### src/rtl/usb_tx_encoder.sv
// USB full-speed transmit line encoder.
// SYNC + LSB-first serialiser, bit stuffing, NRZI and EOP.
module usb_tx_encoder #(
  parameter logic [7:0] SYNC_PATTERN = 8'h80,
  parameter int         STUFF_LIMIT  = 6,
  parameter int         EOP_SE0_BITS = 2
) (
  input  logic       clk,
  input  logic       rst,
  input  logic       bit_strobe,
  input  logic [7:0] tx_data,
  input  logic       tx_last,
  input  logic       tx_valid,
  output logic       tx_ready,
  output logic       d_plus,
  output logic       d_minus,
  output logic       tx_active,
  output logic       tx_done,
  output logic       tx_error
);

  localparam int SE0_W =
    (EOP_SE0_BITS > 1) ? $clog2(EOP_SE0_BITS) : 1;
  localparam logic [SE0_W-1:0] SE0_LAST =
    SE0_W'(EOP_SE0_BITS - 1);
  localparam logic [2:0] ONES_MAX = 3'(STUFF_LIMIT);

  typedef enum logic [2:0] {
    S_IDLE,
    S_SYNC,
    S_DATA,
    S_STUFF,
    S_EOP_SE0,
    S_EOP_J
  } state_t;

  state_t           state;
  state_t           ret;
  logic [2:0]       bit_cnt;
  logic [2:0]       ones_cnt;
  logic [SE0_W-1:0] se0_cnt;
  logic [7:0]       shreg;
  logic             cur_last;
  logic             nrzi;

  logic [7:0]       hold_data;
  logic             hold_last;
  logic             hold_full;

  state_t           pos;
  logic [2:0]       nxt_idx;
  logic             stuff_due;
  logic             tx_en;
  logic             tx_bit;
  logic             tx_base;
  logic             tx_nrzi;
  logic             load;

  assign tx_ready = !hold_full;

  // Stuff bits resume at the serial position they interrupted.
  assign pos     = (state == S_STUFF) ? ret : state;
  assign nxt_idx = bit_cnt + 3'd1;
  assign stuff_due =
    ((state == S_SYNC) || (state == S_DATA)) &&
    (ones_cnt == ONES_MAX);
  assign tx_nrzi = tx_bit ? tx_base : ~tx_base;

  // Pick the next serial bit and whether the held byte is consumed.
  always_comb begin
    tx_en   = 1'b0;
    tx_bit  = 1'b0;
    tx_base = nrzi;
    load    = 1'b0;
    unique case (state)
      S_IDLE: begin
        if (hold_full) begin
          tx_en   = 1'b1;
          tx_bit  = SYNC_PATTERN[0];
          tx_base = 1'b1;
        end
      end
      S_SYNC, S_DATA, S_STUFF: begin
        if (stuff_due) begin
          tx_en  = 1'b1;
          tx_bit = 1'b0;
        end else if (bit_cnt != 3'd7) begin
          tx_en  = 1'b1;
          tx_bit = (pos == S_SYNC) ?
                   SYNC_PATTERN[nxt_idx] :
                   shreg[nxt_idx];
        end else if ((pos == S_SYNC) ||
                     (!cur_last && hold_full)) begin
          tx_en  = 1'b1;
          tx_bit = hold_data[0];
          load   = 1'b1;
        end
      end
      default: ;
    endcase
  end

  // Handshake, framing FSM and registered line drive.
  always_ff @(posedge clk) begin
    if (rst) begin
      state     <= S_IDLE;
      ret       <= S_SYNC;
      bit_cnt   <= 3'd0;
      ones_cnt  <= 3'd0;
      se0_cnt   <= '0;
      shreg     <= 8'h00;
      cur_last  <= 1'b0;
      nrzi      <= 1'b1;
      hold_data <= 8'h00;
      hold_last <= 1'b0;
      hold_full <= 1'b0;
      d_plus    <= 1'b1;
      d_minus   <= 1'b0;
      tx_active <= 1'b0;
      tx_done   <= 1'b0;
      tx_error  <= 1'b0;
    end else begin
      tx_done  <= 1'b0;
      tx_error <= 1'b0;
      if (bit_strobe && load) begin
        shreg     <= hold_data;
        cur_last  <= hold_last;
        hold_full <= 1'b0;
      end
      if (tx_valid && tx_ready) begin
        hold_data <= tx_data;
        hold_last <= tx_last;
        hold_full <= 1'b1;
      end
      if (bit_strobe) begin
        if (tx_en) begin
          nrzi     <= tx_nrzi;
          d_plus   <= tx_nrzi;
          d_minus  <= ~tx_nrzi;
          ones_cnt <= tx_bit ? ones_cnt + 3'd1 : 3'd0;
        end
        unique case (state)
          S_IDLE: begin
            if (hold_full) begin
              state     <= S_SYNC;
              bit_cnt   <= 3'd0;
              tx_active <= 1'b1;
            end
          end
          S_SYNC, S_DATA, S_STUFF: begin
            if (stuff_due) begin
              ret   <= state;
              state <= S_STUFF;
            end else if (bit_cnt != 3'd7) begin
              state   <= pos;
              bit_cnt <= nxt_idx;
            end else if (load) begin
              state   <= S_DATA;
              bit_cnt <= 3'd0;
            end else begin
              state    <= S_EOP_SE0;
              se0_cnt  <= '0;
              ones_cnt <= 3'd0;
              d_plus   <= 1'b0;
              d_minus  <= 1'b0;
              tx_error <= !cur_last;
            end
          end
          S_EOP_SE0: begin
            if (se0_cnt == SE0_LAST) begin
              state   <= S_EOP_J;
              d_plus  <= 1'b1;
              d_minus <= 1'b0;
            end else begin
              se0_cnt <= se0_cnt + 1'b1;
            end
          end
          S_EOP_J: begin
            state     <= S_IDLE;
            tx_done   <= 1'b1;
            tx_active <= 1'b0;
          end
          default: state <= S_IDLE;
        endcase
      end
    end
  end

endmodule

### config.mk
export PLATFORM = sky130hd
export DESIGN_NAME = usb_tx_encoder
export DESIGN_NICKNAME = d
export VERILOG_FILES = /design/src/rtl/usb_tx_encoder.sv
export SDC_FILE = /design/constraint.sdc
export NUM_CORES = 1
export LEC_CHECK = 0
export ABC_AREA = 1
export BUFFER_PORTS_ARGS = -buffer_cell sky130_fd_sc_hd__buf_2
export CAP_MARGIN = 5
export CORE_ASPECT_RATIO = 0.7
export CORE_MARGIN = 2
export CORE_UTILIZATION = 40
export DETAILED_ROUTE_END_ITERATION = 7
export PLACE_DENSITY = 0.64
export SLEW_MARGIN = 40
export SYNTH_ARGS = -nofsm -noshare
export SYNTH_HDL_FRONTEND = slang
export SYNTH_SLANG_ARGS = --single-unit
### constraint.sdc
create_clock -name clk -period 4.2 [get_ports clk]
set_input_delay 0 -clock clk [delete_from_list [all_inputs] [get_ports clk]]
set_output_delay 0 -clock clk [all_outputs]
set_load 0.02 [all_outputs]
==> results of run 1 <==
==> area by class of cell <==
type | count | share of cell area, %
clock inverter | 1 | 1.309
multi-input combinational | 192 | 45.23
clock buffer | 6 | 3.601
sequential | 38 | 33.17
tap | 69 | 3.764
timing repair buffer | 27 | 7.856
inverter | 29 | 5.074
==> per-stage QoR <==
step / setup slack (ns) / util [%] / hold slack, ns
5_1_grt: 2.062 / 48.22 / 0.1320
6_report: 2.235 / 48.22 / 0.1168
3_3_place_gp: 2.343 / 43.96 / 0.2491
4_1_cts: 2.253 / 48.22 / 0.1146
3_5_place_dp: 2.262 / 43.96 / 0.2570
2_1_floorplan: 2.509 / - / 0.1667
==> cells by family (layout without fill, tap and decap cells) <==
family / count (synthesis) / after routing / synth area share, %
fa+ha+maj: 5 / 5 / 3.181
simple gates: 137 / 137 / 35.31
flops: 38 / 38 / 38.68
xor+xnor: 1 / 1 / 0.4454
compound gates: 49 / 49 / 13.80
buf+inv: 38 / 63 / 8.588
==> how the worst max path moves through the flow <==
stage	to	slack, ns
after floorplan	hold_full$_SDFFE_PP0P_	2.51
after global placement	cur_last$_SDFFE_PP0P_	2.34
after detailed placement	cur_last$_SDFFE_PP0P_	2.26
after global routing	d_plus$_SDFFE_PP1P_	2.06
final	cur_last$_SDFFE_PP0P_	2.24
after CTS	cur_last$_SDFFE_PP0P_	2.25
==> worst max-delay path, cell delays in order (launching register included) <==
cell     delay (ns)
dfxtp_1        0.40
ha_1           0.17
ha_1           0.21
inv_1          0.17
nor2_2         0.24
nand2_4        0.11
nor2_8         0.16
nand2_2        0.16
o21ai_0        0.18
a21oi_1        0.05
==> what timing repair did <==
action / CTS / global route
hold endpoints to repair: 9 / 0
setup buffers: 0 / 0
setup endpoints to repair: 0 / 0
hold buffers: 9 / 0
==> state kept, by name, indices dropped and copies added, names as in the netlist, 3 cells and up <==
name,count
shreg,8
bit_cnt,3
state,3
ret,3
ones_cnt,3
hold_data,8
==> cell usage after synthesis <==
| cell | n | area share (%) |
|---|---|---|
| buf_4 | 1 | 0.38 |
| a41oi_1 | 1 | 0.45 |
| nand3_4 | 1 | 0.89 |
| a31oi_1 | 3 | 0.95 |
| nor2_2 | 1 | 0.32 |
| o21ai_1 | 4 | 1.0 |
| a21oi_2 | 3 | 1.3 |
| a211oi_1 | 1 | 0.38 |
| clkinv_1 | 2 | 0.38 |
| nand2_1 | 56 | 11 |
| o21ai_0 | 17 | 4.3 |
| dfxtp_1 | 38 | 39 |
| nor2_1 | 30 | 5.7 |
| buf_6 | 2 | 1.1 |
| nand2_2 | 5 | 1.6 |
| nor3_1 | 4 | 1.0 |
| nand3_2 | 6 | 3.1 |
| nor4_1 | 1 | 0.32 |
| inv_4 | 3 | 0.95 |
| a21oi_1 | 17 | 4.3 |
| nor2_8 | 1 | 1.0 |
| ha_1 | 5 | 3.2 |
| clkbuf_1 | 6 | 1.1 |
| inv_2 | 5 | 0.95 |
| o22ai_1 | 2 | 0.64 |
| nor2_4 | 2 | 1.1 |
| o21bai_1 | 1 | 0.38 |
| nand4_1 | 5 | 1.6 |
| xnor2_1 | 1 | 0.45 |
| nand3_1 | 20 | 5.1 |
| nand2_4 | 5 | 2.9 |
| inv_1 | 19 | 3.6 |
==> power groups by stage <==
stage	Combinational, µW	Clock [µW]	Sequential (µW)
detailed placement	159	0	406
global placement	158	0	406
floorplan	126	0	403
CTS	166	327	398
global route	188	348	401
finish	167	321	398
==> per-layer routing <==
layer	GRT usage (%)	up-vias	part of all wire [%]
met4	4.038	0	1.0
met2	23.77	39	38
li1	-	931	-
met3	6.341	4	4.5
met1	28.98	801	57
met5	0	-	0
==> flow_summary.yaml, run 1 <==
timing:
  final.setup.tns_ns: 0
  finalSetupViolations: 0
  clock_skew_ns: 0.005482
  period_share_pct: 46.79
  hold_violations: 0
  slew_violations: 0
  worstMarginPinSlew_ns: 0.5095
  relSlewSlack_pct: 66.00
  layout_min_cycle_time_ns: 1.965
  fmax_mhz: 508.9
  rsz0062_at_grt: "no"
power:
  p_sw_share_pct: 29.18
  pwr-share-comb_pct: 18.9
  p_int_uw: 627.3
  netSwitchingPower_uw: 258.5
  powerDensity_nw_per_um2: 386.2
  p_seq_share_pct: 44.9
  report.power.total_uw: 885.8
  leakagePower_uw: 0.0009446
  pwr-share-clk_pct: 36.2
  ir_drop_uv: 216.2
cells_and_area:
  area_delta_synth_final_pct: 16.60
  final_area_um2: 2293
  final_cell_mix: "nand2_1, dfxtp_1, nor2_1"
  register_area_um2: 760.7
  nets: 311
  drive_gt1_share_pct: 19.45
  multi_input_area_um2: 1037
  diodes: 0
  final_cells: 362
  nFillCells: 492
  final_common_cell: "nand2_1"
grt:
  grt_pass1_wl_mm: 7.886
  grt_pass1_vias: 1622
  grt_max_degree: 20
  antenna_found_initial: 0
  grt-ovfl-total: 0
  grtUsageTotal_pct: 18.46
critical_path:
  cp.required_ns: 4.38
  critPathCaptureType: "flop"
  rrSetupSlack_ns: 2.24
  rr_startpoint: "bit_cnt[0]$_SDFFE_PP0P_"
  rr_worst_depth: 9
  critical_path.startpoint: "bit_cnt[0]$_SDFFE_PP0P_"
  critical_path.max_fanout: 11
  worstReg2RegEnd: "cur_last$_SDFFE_PP0P_"
  arrival_ns: 2.15
  startpoint_type: "flop"
  crit_type: "flop to flop"
drt:
  drt_wl_total_mm: 4.408
  num_vias: 1775
  ant_nets: 0
  drtPass1Iterations: 6
  wire_per_inst_um: 12.18
  via_per_inst: 4.903
  drc: 0
  drt_first_iter_violations: 126
place:
  dp.cells: 346
  detailed_place_hpwl_mm: 3.162
  gp_congestion: 0.9085
  portBuffers: 18
  placed_cell_area_um2: 2091
clock_network:
  clk_path_buf_depth: 2
  cts-root-buf: "clkbuf_8"
  cts_tree: "built"
  htree_num_levels: 2
  postCtsResizedCells: 0
  cts_buffers: 5
  cts.reportedPaths.clkPinSlew_ns: 0.08
  cts_sinks: 38
  worstSkewPairLatency_ns: 0.29
yosys:
  syn-num-nets: 286
  syn_area_um2: 1967
  yosys_warnings: 0
  avgSynthCellArea_um2: 7.339
  yosysSeqAreaShare_pct: 38.68
  synth-seq-cells: 38
  synth_cell_type_count: 32
  syn_inst: 268
floorplan:
  die_x_um: 87.81
  io_pins: 19
  die_h_um: 62.67
  initial_core_util_pct: 41.36
  core-area_um2: 4756
  dieArea_um2: 5503
  fp-row-count: 21
run_status:
  run_status: "completed"
run:
  drv_cap: 0
min_path:
  hold-path-cell-count: 2
  min_from: "rst"
  min-delay-path-class: "primary input to flop"
  min_to: "ones_cnt[1]$_SDFFE_PP0P_"
Note: power is estimated with default switching activity, not from simulation.
==> inputs of run 2 (changes only) <==
--- a/config.mk
+++ b/config.mk
@@ -12,7 +12,7 @@
 export CORE_MARGIN = 2
 export CORE_UTILIZATION = 40
 export DETAILED_ROUTE_END_ITERATION = 7
-export PLACE_DENSITY = 0.64
+export PLACE_DENSITY = 0.66
 export SLEW_MARGIN = 40
 export SYNTH_ARGS = -nofsm -noshare
 export SYNTH_HDL_FRONTEND = slang
==> constraint.sdc (replaced) <==
create_clock -name clk -period 1.8 [get_ports clk]
set_input_delay 0 -clock clk [delete_from_list [all_inputs] [get_ports clk]]
set_output_delay 0 -clock clk [all_outputs]
set_load 0.02 [all_outputs]
==> run 2 against run 1 <==
  * Combinational power rose to 2.6 times the previous value
  * Cell count rose by 3.0%
  * Clock skew rose by 0.0023 ns
  * Sequential share of layout area fell by 1.6 points
==> flow_summary.yaml, run 2 (synthesis results as in run 1) <==
run_status:
  run_status: "completed"
cells_and_area:
  final_cell_mix: "nand2_1, dfxtp_1, nor2_1"
  drive_gt1_share_pct: 25.66
  diodes: 0
  final_cells: 373
  nets: 321
  final_common_cell: "nand2_1"
  area_delta_synth_final_pct: 23.92
  top_regs: "hold_data (8), shreg (8)"
timing:
  worstMarginPinSlew_ns: 0.4235
  period_share_pct: 94.01
  fmax_mhz: 591.0
  holdWs_ns: 0.09986
  slew_violations: 0
  layout_min_cycle_time_ns: 1.692
  clock_skew_ns: 0.007815
  hold_violations: 0
  finalSetupViolations: 0
  relSlewSlack_pct: 71.77
  worst_slack_ns: 0.1079
grt:
  grt_pass1_vias: 1725
  antenna_found_initial: 0
  grt_max_degree: 20
  grt-ovfl-total: 0
  grtUsageTotal_pct: 19.04
  grt_pass1_wl_mm: 8.224
critical_path:
  cp.required_ns: 2.04
  crit_type: "flop to flop"
  slowest_stage: "dfxtp_2"
  crit_buf_inv: 0
  cpPeakStageDelay_ns: 0.33
  cp_top_family: "adder cells"
  startpoint_type: "flop"
  arrival_ns: 1.93
  critPathCaptureType: "flop"
  critical_path.max_fanout: 4
  crit_chain: "ha_1 -> ha_4 -> nand4_1 -> nand3_2 -> nand3_2 -> a21oi_2 -> nand2_1 -> a21oi_2"
drt:
  num_vias: 1844
  drt_wl_total_mm: 4.729
  drtPass1Iterations: 4
  drc: 0
  drt_first_iter_violations: 122
  wl_met1_mm: 2.537
  wl_met2_mm: 1.867
  via_per_inst: 4.944
  wire_per_inst_um: 12.68
  met3_length_um: 282
  ant_nets: 0
  highest-signal-layer: "met4"
floorplan:
  dieArea_um2: 5503
  core-area_um2: 4756
  fp-row-count: 21
  die_x_um: 87.81
  initial_core_util_pct: 41.36
  die_h_um: 62.67
  io_pins: 19
clock_network:
  cts_tree: "built"
  cts_sinks: 38
  clk_path_buf_depth: 2
  htree_num_levels: 2
  cts.reportedPaths.clkPinSlew_ns: 0.08
  cts-root-buf: "clkbuf_8"
  worstSkewPairLatency_ns: 0.30
  cts_buffers: 5
run:
  drv_cap: 0
place:
  portBuffers: 18
  gp_congestion: 0.9125
  detailed_place_hpwl_mm: 3.296
  dp.cells: 355
  dp_worst_setup_slack_ns: 0.02467
power:
  powerDensity_nw_per_um2: 921.7
  ir_drop_uv: 449.5
  leakagePower_uw: 0.001009
  report.power.total_uw: 2247
min_path:
  min-delay-path-class: "primary input to flop"
[run 2: cell count changes in the layout (fill, tap and decap cells not counted), moves of 2 or more]
cell / change
inv_1: -2
ha_1: -2
dfxtp_2: +4
dfxtp_1: -5
buf_4: +10
ha_4: +2
inv_2: +2
[run 2: final timing paths]
kind                                         startpoint  cells after the start  slack, ns                       end
worst max register to register  bit_cnt[0]$_SDFFE_PP0P_                      8       0.11  ones_cnt[2]$_SDFFE_PP0P_
worst max-delay path            bit_cnt[0]$_SDFFE_PP0P_                      8       0.11  ones_cnt[2]$_SDFFE_PP0P_
worst min-delay path                         bit_strobe                      4        0.1       ret[0]$_SDFFE_PP1P_
worst min register to register    cur_last$_SDFFE_PP0P_                      1       0.45       tx_error$_SDFF_PP0_
[run 2: metal layers]
layer  GRT usage [%]  vias up
met5               0        -
met4           6.154        0
met3           3.963        5
met2           25.00       58
met1           30.19      829
li1                -      952
[run 2: layout make-up]
class                      instances  area [µm²]
clock buffer                       5       68.82
sequential                        38       769.5
tap                               69       86.33
multi-input combinational        192        1072
timing repair buffer              37       255.2
fill                             470        2318
inverter                          29       116.4
clock inverter                     3       68.82
[run 2: stage by stage]
step / cell area (µm²) / TNS [ns] / utilization, %
after floorplan: 1967 / 0 / -
after global placement: 2158 / 0 / 45.38
after detailed placement: 2158 / 0 / 45.38
after CTS: 2387 / 0 / 50.20
after global routing: 2437 / -0.01181 / 51.25
final: 2437 / 0 / 51.25
[run 2: where the power goes]
| part | switching [µW] | total [µW] | internal, µW |
|---|---|---|---|
| Sequential | 42.0 | 929 | 887 |
| Combinational | 273 | 436 | 162 |
| Clock | 327 | 882 | 555 |
| Total | 642 | 2250 | 1600 |
[run 2: repair_timing]
action | 4_1_cts | 5_1_grt
setup buffers | 0 | 1
pin swaps | 0 | 1
setup endpoints to repair | 4 | 22
cloned | 0 | 0
resized for setup | 1 | 12
endpoints found under the hold margin | 9 | 0
hold buffers | 9 | 0
[run 2: worst register-to-register path: cells and delay by family, from the launching register on]
| family | cells | cell delay, ns |
|---|---|---|
| adder cells (fa/ha/maj) | 2 | 0.53 |
| AND/OR/NAND/NOR | 4 | 0.47 |
| flip-flops | 1 | 0.33 |
| AO/OA/AOI/OAI | 2 | 0.30 |
